==> src/rtl/store_align_buf_pkg.sv <==
// Shared constants for the MEM-stage store path: opcodes, lane count and the
// CP0 exception code raised for a rejected misaligned store.
package store_align_buf_pkg;

   localparam logic [1:0] ST_NONE = 2'b00;
   localparam logic [1:0] ST_SB   = 2'b01;
   localparam logic [1:0] ST_SH   = 2'b10;
   localparam logic [1:0] ST_SW   = 2'b11;

   localparam int unsigned BE_W = 4;

   localparam logic [4:0] EXC_ADES = 5'd5;

endpackage

==> src/rtl/store_fifo.sv <==
// Generic DEPTH x WIDTH synchronous FIFO with push/pop and an occupancy count.
// Full and empty are derived from the level; pointers wrap modulo DEPTH.
module store_fifo #(
   parameter int unsigned DEPTH = 2,
   parameter int unsigned WIDTH = 68
) (
   input  logic                     clk_i,
   input  logic                     rst_ni,
   input  logic                     push_i,
   input  logic                     pop_i,
   input  logic [WIDTH-1:0]         wdata_i,
   output logic [WIDTH-1:0]         rdata_o,
   output logic [$clog2(DEPTH):0]   level_o
);

   localparam int unsigned PW = (DEPTH > 1) ? $clog2(DEPTH) : 1;
   localparam int unsigned LW = $clog2(DEPTH) + 1;

   logic [WIDTH-1:0] mem_q [DEPTH];
   logic [PW-1:0]    wptr_q, wptr_d;
   logic [PW-1:0]    rptr_q, rptr_d;
   logic [LW-1:0]    level_q, level_d;
   logic             push_ok, pop_ok;

   // Guard against overflow/underflow even if the caller misbehaves.
   assign push_ok = push_i && (level_q != LW'(DEPTH));
   assign pop_ok  = pop_i && (level_q != '0);

   always_comb begin
      wptr_d  = wptr_q;
      rptr_d  = rptr_q;
      level_d = level_q;
      if (push_ok) wptr_d = wptr_q + PW'(1);
      if (pop_ok)  rptr_d = rptr_q + PW'(1);
      if (push_ok && !pop_ok) level_d = level_q + LW'(1);
      else if (pop_ok && !push_ok) level_d = level_q - LW'(1);
   end

   always_ff @(posedge clk_i) begin
      if (!rst_ni) begin
         wptr_q  <= '0;
         rptr_q  <= '0;
         level_q <= '0;
      end else begin
         wptr_q  <= wptr_d;
         rptr_q  <= rptr_d;
         level_q <= level_d;
      end
   end

   always_ff @(posedge clk_i) begin
      if (push_ok) mem_q[wptr_q] <= wdata_i;
   end

   assign rdata_o = mem_q[rptr_q];
   assign level_o = level_q;

endmodule

==> src/rtl/store_align_buf.sv <==
// Store alignment/formatting front end: checks alignment, builds byte enables and
// lane-replicated data, and queues the result toward data memory.
module store_align_buf
   import store_align_buf_pkg::*;
#(
   parameter int unsigned DEPTH = 2,
   parameter int unsigned AW    = 32
) (
   input  logic                   clk,
   input  logic                   reset,
   input  logic                   in_valid,
   output logic                   in_ready,
   input  logic [1:0]             st_op,
   input  logic [AW-1:0]          addr,
   input  logic [31:0]            wdata,
   output logic                   dm_valid,
   input  logic                   dm_ready,
   output logic [AW-1:0]          dm_addr,
   output logic [BE_W-1:0]        dm_be,
   output logic [31:0]            dm_wdata,
   output logic                   ades,
   output logic [AW-1:0]          ades_addr,
   output logic [$clog2(DEPTH):0] level
);

   localparam int unsigned LW = $clog2(DEPTH) + 1;
   localparam int unsigned EW = AW + BE_W + 32;

   logic            aligned;
   logic [BE_W-1:0] be;
   logic [31:0]     fdata;
   logic            take, push, bad, pop;
   logic [EW-1:0]   entry, head;
   logic            ades_q, ades_d;
   logic [AW-1:0]   ades_addr_q, ades_addr_d;

   always_comb begin
      aligned = 1'b1;
      be      = '0;
      fdata   = '0;
      unique case (st_op)
         ST_SB: begin
            be    = 4'b0001 << addr[1:0];
            fdata = {4{wdata[7:0]}};
         end
         ST_SH: begin
            aligned = (addr[0] == 1'b0);
            be      = addr[1] ? 4'b1100 : 4'b0011;
            fdata   = {2{wdata[15:0]}};
         end
         ST_SW: begin
            aligned = (addr[1:0] == 2'b00);
            be      = 4'b1111;
            fdata   = wdata;
         end
         default: ;
      endcase
   end

   // st_op==ST_NONE is consumed without enqueue or exception.
   assign take  = in_valid && in_ready && (st_op != ST_NONE);
   assign push  = take && aligned;
   assign bad   = take && !aligned;
   assign entry = {addr[AW-1:2], 2'b00, be, fdata};

   assign in_ready = (level != LW'(DEPTH));
   assign dm_valid = (level != '0);
   assign pop      = dm_valid && dm_ready;

   store_fifo #(
      .DEPTH (DEPTH),
      .WIDTH (EW)
   ) u_fifo (
      .clk_i   (clk),
      .rst_ni  (reset),
      .push_i  (push),
      .pop_i   (pop),
      .wdata_i (entry),
      .rdata_o (head),
      .level_o (level)
   );

   assign dm_addr  = dm_valid ? head[EW-1 -: AW]       : '0;
   assign dm_be    = dm_valid ? head[32 +: BE_W]       : '0;
   assign dm_wdata = dm_valid ? head[31:0]             : '0;

   assign ades_d      = bad;
   assign ades_addr_d = bad ? addr : ades_addr_q;

   always_ff @(posedge clk) begin
      if (!reset) begin
         ades_q      <= 1'b0;
         ades_addr_q <= '0;
      end else begin
         ades_q      <= ades_d;
         ades_addr_q <= ades_addr_d;
      end
   end

   assign ades      = ades_q;
   assign ades_addr = ades_addr_q;

endmodule

==> config.mk <==
export PLATFORM = sky130hd
export DESIGN_NAME = store_align_buf
export DESIGN_NICKNAME = d
export VERILOG_FILES = /design/src/rtl/store_align_buf_pkg.sv /design/src/rtl/store_fifo.sv /design/src/rtl/store_align_buf.sv
export SDC_FILE = /design/constraint.sdc
export NUM_CORES = 1
export LEC_CHECK = 0
export BUFFER_PORTS_ARGS = -buffer_cell sky130_fd_sc_hd__buf_2
export CORE_ASPECT_RATIO = 1.2
export CORE_MARGIN = 2
export CORE_UTILIZATION = 56
export CTS_BUF_LIST = sky130_fd_sc_hd__clkbuf_4
export CTS_CLUSTER_DIAMETER = 200
export DETAILED_ROUTE_END_ITERATION = 6
export PLACE_DENSITY = 0.8
export SYNTH_ARGS = -nofsm -noshare
export SYNTH_HDL_FRONTEND = slang
export SYNTH_HIERARCHICAL = 1
export SYNTH_SLANG_ARGS = --single-unit
==> constraint.sdc <==
create_clock -name clk -period 6.18 [get_ports clk]
set_input_delay 0.618 -clock clk [delete_from_list [all_inputs] [get_ports clk]]
set_output_delay 0.618 -clock clk [all_outputs]
set_load 0.05 [all_outputs]
==> flow_summary_export.csv, run 1 <==
group,metric,value,unit
route,drt_drc_violations_left,0,
placed_design,gp_routability_congestion,0.851,
min_path,hold_path_depth,1,
cts,clk_path_buf_depth,2,
cts,tritoncts_clock_tree,"built",
worst_setup_path,crit-reg2reg-launch,"u_fifo/level_o[0]$_SDFFE_PN0P_",
logic_synthesis,async_reset_ff_share,0,%
timing,worst_pin_slew,1230,ps
power_and_ir_drop,irDropWorstVdd,0.239,mV
timing,setup-tns-final,0,ps
global_route,wire_length_of_the_first_global_routing_pass,23.5,mm
die,start_util,57.3,%
cts,clk_pin_slew,150,ps
final_layout,drive_above_1_share,42.1,%
logic_synthesis,post_synth_instance_area,7550,um2
route,drt-initial-drc-count,201,
logic_synthesis,synth-warning-count,6,
placed_design,place_inst,843,
die,top_level_i_o_count,175,
timing,slew_violations,0,
placed_design,portBuffers,174,
worst_setup_path,r2r_slack,3240,ps
power_and_ir_drop,clock_power_share,17.0,%
global_route,number_of_global_route_vias_before_repair,4717,
final_layout,layout.cells.most_common_list,"174 x sky130_fd_sc_hd__buf_2, 136 x sky130_fd_sc_hd__edfxtp_1, 73 x sky130_fd_sc_hd__and2_1, 67 x sky130_fd_sc_hd__nand2_1, 64 x sky130_fd_sc_hd__mux2_2",
logic_synthesis,synth_cell_type_count,31,
logic_synthesis,synth_area_leaders,"sky130_fd_sc_hd__edfxtp_1 54%, sky130_fd_sc_hd__dfxtp_1 10%, sky130_fd_sc_hd__mux2_2 9.5%, sky130_fd_sc_hd__and2_1 6.0%, sky130_fd_sc_hd__mux2i_1 4.2%",
power_and_ir_drop,power_report.internal_total,0.00194,W
worst_setup_path,r2r_end,"u_fifo/mem_q[1][62]$_DFFE_PP_",
cts,cts_buffer_count,17,
timing,rsz0062_at_grt,"false",
cts,clk_latency,540,ps
final_layout,layout.filler_cells,978,
final_layout,most_common_cell_after_layout_fill_and_taps_aside,"sky130_fd_sc_hd__buf_2",
route,ant_nets,0,
power_and_ir_drop,combinationalPowerShare,40.1,%
timing,final.setup_skew,22.4,ps
die,floorplan.core_area,13200,um2
logic_synthesis,synth.ff_latch_count,174,
cts,clk_root_buffer_cell,"sky130_fd_sc_hd__clkbuf_4",
placed_design,place.detailed.hpwl,10.1,mm
route,routed-via-count,4639,
cts,count_of_instances_resized_after_the_clock_tree_is_built,0,
die,die_area,14400,um2
global_route,grt_max_degree,71,
min_path,hold_class,"input port to flip-flop",
route,avgViaCountPerCell,5.30,
global_route,gr-total-overflow,0,
final_layout,final_area,8730,um2
final_layout,flow.area_growth_from_synthesis,15.6,%
logic_synthesis,syn-mean-instance-area,14.3,um2
logic_synthesis,ys.flop_type,"sky130_fd_sc_hd__edfxtp_1",
logic_synthesis,syn-instance-count,530,
logic_synthesis,seq_area_frac_synth,64.1,%
cts,cts_setup_buffers,0,
worst_setup_path,timing_worst_setup_path_type,"input port to flip-flop",
power_and_ir_drop,power.total,0.00337,W
logic_synthesis,number_of_synthesized_flops_with_an_enable_pin,136,
global_route,groute.usage.overall,21.4,%
worst_setup_path,worst-endpoint-required,6380,ps
min_path,hp-start,"addr[19]",
timing,finalHoldViolCount,0,
timing,final_min_period_over_clock_period,50.7,%
job,drv_cap,0,
route,avgRoutedWirePerCell,17.3,um
min_path,holdPathEnd,"u_fifo/mem_q[1][55]$_DFFE_PP_",
run_status,outcome,"finished clean",
die,die_x,110,um
route,drt_pre_antenna_iters,4,
placed_design,instance_area_at_placement,8480,um2
timing,max_freq,0.319,GHz
power_and_ir_drop,power.static_leakage,3.54,nW
power_and_ir_drop,p_switching,0.00144,W
logic_synthesis,synth_top_area_share,54.1,%
final_layout,nets,765,
cts,cts.hold.buffers_added,0,
die,num_rows,46,
global_route,antenna_violations_before_repair,1,
logic_synthesis,yosys.area.top_type,"sky130_fd_sc_hd__edfxtp_1",
worst_setup_path,critPathMaxFanout,42,
power_and_ir_drop,pwr-share-seq,43.0,%
cts,cts_sinks,174,
final_layout,final-instance-count-excl-fill,876,
timing,relSlewSlack,18.1,%
worst_setup_path,worst-endpoint-arrival,3340,ps
timing,min_period,3130,ps
worst_setup_path,cp-start-kind,"input port",
worst_setup_path,cp-end-kind,"flip-flop",
worst_setup_path,r2r_cells,6,
power_and_ir_drop,power_density,387,nW/um2
power_and_ir_drop,p_sw_share,42.6,%
die,die_height,131,um
route,drt-total-wl,15.1,mm
timing,timing.final.setup_violations,0,
cts,cts.htree.levels,4,
==> power groups by stage <==
stage               Combinational (W)  Clock (W)  Sequential, W
finish                        0.00135   0.000573        0.00145
global route                  0.00143   0.000628        0.00146
CTS                           0.00136   0.000588        0.00145
detailed placement            0.00136          0        0.00148
global placement              0.00135          0        0.00147
floorplan                     0.00103          0        0.00150
==> per-layer routing <==
metal	track usage (%)	part of all wire [%]	vias up
met5	0	0	-
met2	36.1	50	186
li1	-	-	2216
met1	25.1	41	2221
met3	7.34	8.3	16
met4	6.89	1.3	0
==> flip-flops by register name, summed over array words and instances (netlist names), named ones only <==
name and flops:
u_fifo/rptr_q 1, ades 1, u_fifo/level_o 2, u_fifo/wptr_q 1
u_fifo/mem_q 136, ades_addr 32
==> cell usage after synthesis, drive strengths merged, types with 2 or more instances <==
cell type,n
nor2,2
clkbuf,16
edfxtp,136
a21boi,2
xnor2,2
mux2i,32
dfxtp,38
mux2,84
nor2b,9
and2,73
buf,19
a22o,24
nand2,67
o21ai,6
nand2b,2
inv,5
a21oi,3
==> layout make-up <==
cell class | instances | area (um2) | area share, %
Antenna cell | 1 | 2.50 | 0.0287
Clock buffer | 19 | 143 | 1.63
Clock inverter | 13 | 108 | 1.23
Inverter | 5 | 18.8 | 0.215
Multi-Input combinational cell | 319 | 2510 | 28.7
Sequential cell | 174 | 4850 | 55.5
Tap cell | 168 | 210 | 2.41
Timing Repair Buffer | 177 | 893 | 10.2
==> metrics by stage <==
stage	setup WS, ps	utilization [%]	hold slack (ps)
final	3050	66.2	271
after global routing	2760	66.2	202
after CTS	3040	66.2	224
after detailed placement	2450	64.3	444
after global placement	2530	64.3	440
after floorplan	1150	-	522
==> critical path, cell delays in order <==
cell and delay, ps:
sky130_fd_sc_hd__buf_2 430, sky130_fd_sc_hd__nor2_1 270, sky130_fd_sc_hd__nor3_1 360, sky130_fd_sc_hd__nand2_1 160, sky130_fd_sc_hd__nor2_4 940, sky130_fd_sc_hd__buf_4 510
==> how the worst max path moves through the flow <==
stage	start	end	slack, ps	depth (start not counted)
6_report	st_op[1]	u_fifo/mem_q[1][62]$_DFFE_PP_	3050	6
5_1_grt	st_op[1]	u_fifo/mem_q[1][62]$_DFFE_PP_	2760	6
4_1_cts	u_fifo/level_o[0]$_SDFFE_PN0P_	dm_wdata[0]	3040	3
3_5_place_dp	st_op[1]	u_fifo/mem_q[1][11]$_DFFE_PP_	2450	6
3_3_place_gp	st_op[0]	u_fifo/mem_q[1][10]$_DFFE_PP_	2530	7
2_1_floorplan	u_fifo/level_o[0]$_SDFFE_PN0P_	u_fifo/mem_q[1][0]$_DFFE_PP_	1150	5
==> logic make-up after synthesis <==
logic type / Yosys count / synth area share [%]
flip-flops: 174 / 64.1
other: 1 / 0.0496
buffers and inverters: 40 / 2.96
adder cells (fa/ha/maj): 1 / 0.166
multiplexers: 116 / 17.8
AO/OA/AOI/OAI: 36 / 3.68
XOR/XNOR: 3 / 0.348
AND/OR/NAND/NOR: 159 / 10.9
Power figures use the tool's default switching activity.
==> run 2: changes to the inputs <==
--- a/config.mk
+++ b/config.mk
@@ -5,14 +5,15 @@
 export SDC_FILE = /design/constraint.sdc
 export NUM_CORES = 1
 export LEC_CHECK = 0
+export ABC_AREA = 1
 export BUFFER_PORTS_ARGS = -buffer_cell sky130_fd_sc_hd__buf_2
 export CORE_ASPECT_RATIO = 1.2
 export CORE_MARGIN = 2
-export CORE_UTILIZATION = 56
+export CORE_UTILIZATION = 51
 export CTS_BUF_LIST = sky130_fd_sc_hd__clkbuf_4
 export CTS_CLUSTER_DIAMETER = 200
 export DETAILED_ROUTE_END_ITERATION = 6
-export PLACE_DENSITY = 0.8
+export PLACE_DENSITY = 0.76
 export SYNTH_ARGS = -nofsm -noshare
 export SYNTH_HDL_FRONTEND = slang
 export SYNTH_HIERARCHICAL = 1
==> constraint.sdc (replaced) <==
create_clock -name clk -period 2.7 [get_ports clk]
set_input_delay 0.27 -clock clk [delete_from_list [all_inputs] [get_ports clk]]
set_output_delay 0.27 -clock clk [all_outputs]
set_load 0.05 [all_outputs]
==> flow_summary_export.csv, run 2 <==
group,metric,value,unit
logic_synthesis,yosys-top-cells-count,"136 x sky130_fd_sc_hd__edfxtp_1, 136 x sky130_fd_sc_hd__nor2_1, 131 x sky130_fd_sc_hd__inv_1, 76 x sky130_fd_sc_hd__nand2_1, 48 x sky130_fd_sc_hd__mux2_2",
power_and_ir_drop,power.static_leakage,4.29,nW
job,drv_cap,0,
die,floorplan.core_area,14800,um2
worst_setup_path,critPathBufInv,3,
global_route,gr-usage-met3,6.27,%
global_route,grtUsageMet1,23.1,%
timing,worst_pin_slew,801,ps
global_route,grt-busiest-layer,"met2",
route,avgViaCountPerCell,4.76,
logic_synthesis,synth_top_area_share,53.2,%
final_layout,drive_above_1_share,33.0,%
route,drt_pre_antenna_iters,4,
final_layout,most_common_cell_after_layout_fill_and_taps_aside,"sky130_fd_sc_hd__buf_2",
worst_setup_path,worst-endpoint-arrival,2130,ps
final_layout,final-instance-count-excl-fill,1128,
logic_synthesis,number_of_synthesized_flops_with_an_enable_pin,136,
global_route,gr-total-overflow,0,
final_layout,largest_reg_flops,136,
worst_setup_path,cpLargestDelayFamily,"flip-flops",
die,die_x,116,um
timing,min_period,2400,ps
final_layout,final_area,9370,um2
die,num_rows,49,
placed_design,place.detailed.hpwl,11.5,mm
cts,clk_path_buf_depth,2,
logic_synthesis,synth-warning-count,6,
logic_synthesis,yosys.area.top_type,"sky130_fd_sc_hd__edfxtp_1",
route,ant_nets,0,
route,avgRoutedWirePerCell,14.8,um
cts,clk_pin_slew,140,ps
die,start_util,51.8,%
worst_setup_path,timing_worst_setup_path_type,"flip-flop to output pin",
final_layout,max_flop_register,"u_fifo/mem_q",
cts,cts_setup_buffers,0,
run_status,outcome,"finished clean",
global_route,groute.usage.overall,21.3,%
placed_design,gp_routability_congestion,0.891,
worst_setup_path,cp-start-kind,"flip-flop",
worst_setup_path,cpMaxStageDelayCell,"sky130_fd_sc_hd__dfxtp_4",
power_and_ir_drop,power_density,737,nW/um2
final_layout,nets,981,
power_and_ir_drop,irDropWorstVdd,0.450,mV
global_route,grt_max_degree,54,
die,die_area,16100,um2
global_route,grt.met2_usage,39.2,%
timing,final.setup_skew,16.3,ps
final_layout,flow.area_growth_from_synthesis,22.1,%
logic_synthesis,async_reset_ff_share,0,%
timing,rsz0062_at_grt,"false",
logic_synthesis,synth_cell_type_count,28,
cts,cts.hold.buffers_added,33,
worst_setup_path,worst-endpoint-required,2430,ps
timing,setup-tns-final,0,ps
die,die_height,138,um
cts,clk_root_buffer_cell,"sky130_fd_sc_hd__clkbuf_4",
placed_design,portBuffers,174,
route,routed-via-count,5373,
logic_synthesis,seq_area_frac_synth,63.1,%
logic_synthesis,syn-instance-count,702,
placed_design,place_inst,1062,
logic_synthesis,synth_area_leaders,"sky130_fd_sc_hd__edfxtp_1 53%, sky130_fd_sc_hd__dfxtp_1 9.9%, sky130_fd_sc_hd__mux2_2 7.0%, sky130_fd_sc_hd__nor2_1 6.6%, sky130_fd_sc_hd__inv_1 6.4%",
cts,cts_sinks,174,
worst_setup_path,cpPeakStageDelay,670,ps
placed_design,instance_area_at_placement,8790,um2
route,drt_drc_violations_left,0,
min_path,hold_class,"input port to flip-flop",
timing,slew_violations,0,
final_layout,layout.filler_cells,1239,
logic_synthesis,synth.ff_latch_count,174,
logic_synthesis,ys.flop_type,"sky130_fd_sc_hd__edfxtp_1",
cts,cts.htree.levels,4,
timing,finalHoldViolCount,0,
global_route,antenna_violations_before_repair,1,
cts,tritoncts_clock_tree,"built",
die,top_level_i_o_count,175,
placed_design,pre_cts_slack,549,ps
worst_setup_path,timing.critical_path.cells,"buf_12 -> mux2_2 -> inv_1 -> nor2_1 -> buf_2",
timing,max_freq,0.416,GHz
timing,setup_slack,298,ps
final_layout,layout.cells.most_common_list,"174 x sky130_fd_sc_hd__buf_2, 136 x sky130_fd_sc_hd__edfxtp_1, 133 x sky130_fd_sc_hd__nor2_1, 131 x sky130_fd_sc_hd__inv_1, 75 x sky130_fd_sc_hd__nand2_1",
cts,cts_buffer_count,17,
cts,count_of_instances_resized_after_the_clock_tree_is_built,0,
timing,timing.final.setup_violations,0,
logic_synthesis,syn-mean-instance-area,10.9,um2
route,drt-total-wl,16.7,mm
worst_setup_path,cp-end-kind,"output pin",
timing,relSlewSlack,46.5,%
global_route,wire_length_of_the_first_global_routing_pass,26.1,mm
logic_synthesis,post_synth_instance_area,7680,um2
timing,final_min_period_over_clock_period,89.0,%
worst_setup_path,critPathMaxFanout,29,
cts,clk_latency,550,ps
route,drt-initial-drc-count,269,
global_route,number_of_global_route_vias_before_repair,5423,
-- run 2: changes by cell type in the layout (fill, tap and decap cells not counted), moves of 32 or more --
cell	delta
sky130_fd_sc_hd__and2_1	-73
sky130_fd_sc_hd__dlygate4sd3_1	+33
sky130_fd_sc_hd__inv_1	+127
sky130_fd_sc_hd__mux2i_1	-32
sky130_fd_sc_hd__nand3_1	+34
sky130_fd_sc_hd__nor2_1	+132
-- run 2: kinds of logic (layout without fill, tap and decap cells) --
| family | after synthesis | after routing | synth area share, % |
|---|---|---|---|
| other cells | 1 | 5 | 0.0488 |
| flops | 174 | 174 | 63.1 |
| simple gates | 262 | 262 | 13.9 |
| fa+ha+maj | 1 | 1 | 0.163 |
| mux | 68 | 68 | 11.0 |
| buf+inv | 162 | 380 | 9.12 |
| compound gates | 34 | 34 | 2.69 |
-- run 2: area by class of cell --
type	count	area [um2]	area share [%]
Inverter	131	492	5.25
Timing Repair Buffer	217	1340	14.3
Tap cell	204	255	2.72
Antenna cell	1	2.50	0.0267
Multi-Input combinational cell	369	2180	23.2
Clock buffer	17	128	1.36
Clock inverter	15	125	1.33
Sequential cell	174	4850	51.8
-- run 2: tightest hold or removal path: stages --
cell,delay [ps]
sky130_fd_sc_hd__buf_2,80
sky130_fd_sc_hd__nand2_1,40
sky130_fd_sc_hd__o21ai_0,90
-- run 2: metal layers --
layer	share of wire (%)	vias up
met5	0	-
met4	1.9	0
met3	6.0	23
met2	53	171
met1	39	2502
li1	-	2677
-- run 2: final timing paths --
path                             startpoint                             to  slack (ps)  cells past startpoint
min reg2reg      ades_addr[17]$_SDFFE_PN0P_     ades_addr[17]$_SDFFE_PN0P_         490                      2
max reg2reg  u_fifo/level_o[0]$_SDFFE_PN0P_  u_fifo/mem_q[1][47]$_DFFE_PP_         590                      7
max                               flip-flop                    dm_addr[13]         300                      5
min                               wdata[18]  u_fifo/mem_q[0][18]$_DFFE_PP_          70                      3
-- run 2: report_power, final --
group          switching [W]  leakage, nW  internal, W
combinational        0.00175         2.60     0.000621
sequential         0.0000878         1.56      0.00312
clock               0.000940        0.128     0.000389
-- run 2: metrics by stage --
step	hold WS (ps)	utilization (%)	power, W
after floorplan	369	-	0.00504
after global placement	462	59.2	0.00559
after detailed placement	466	59.2	0.00562
after CTS	0.911	63.2	0.00698
after global routing	5.37	63.2	0.00724
final	67.4	63.2	0.00691
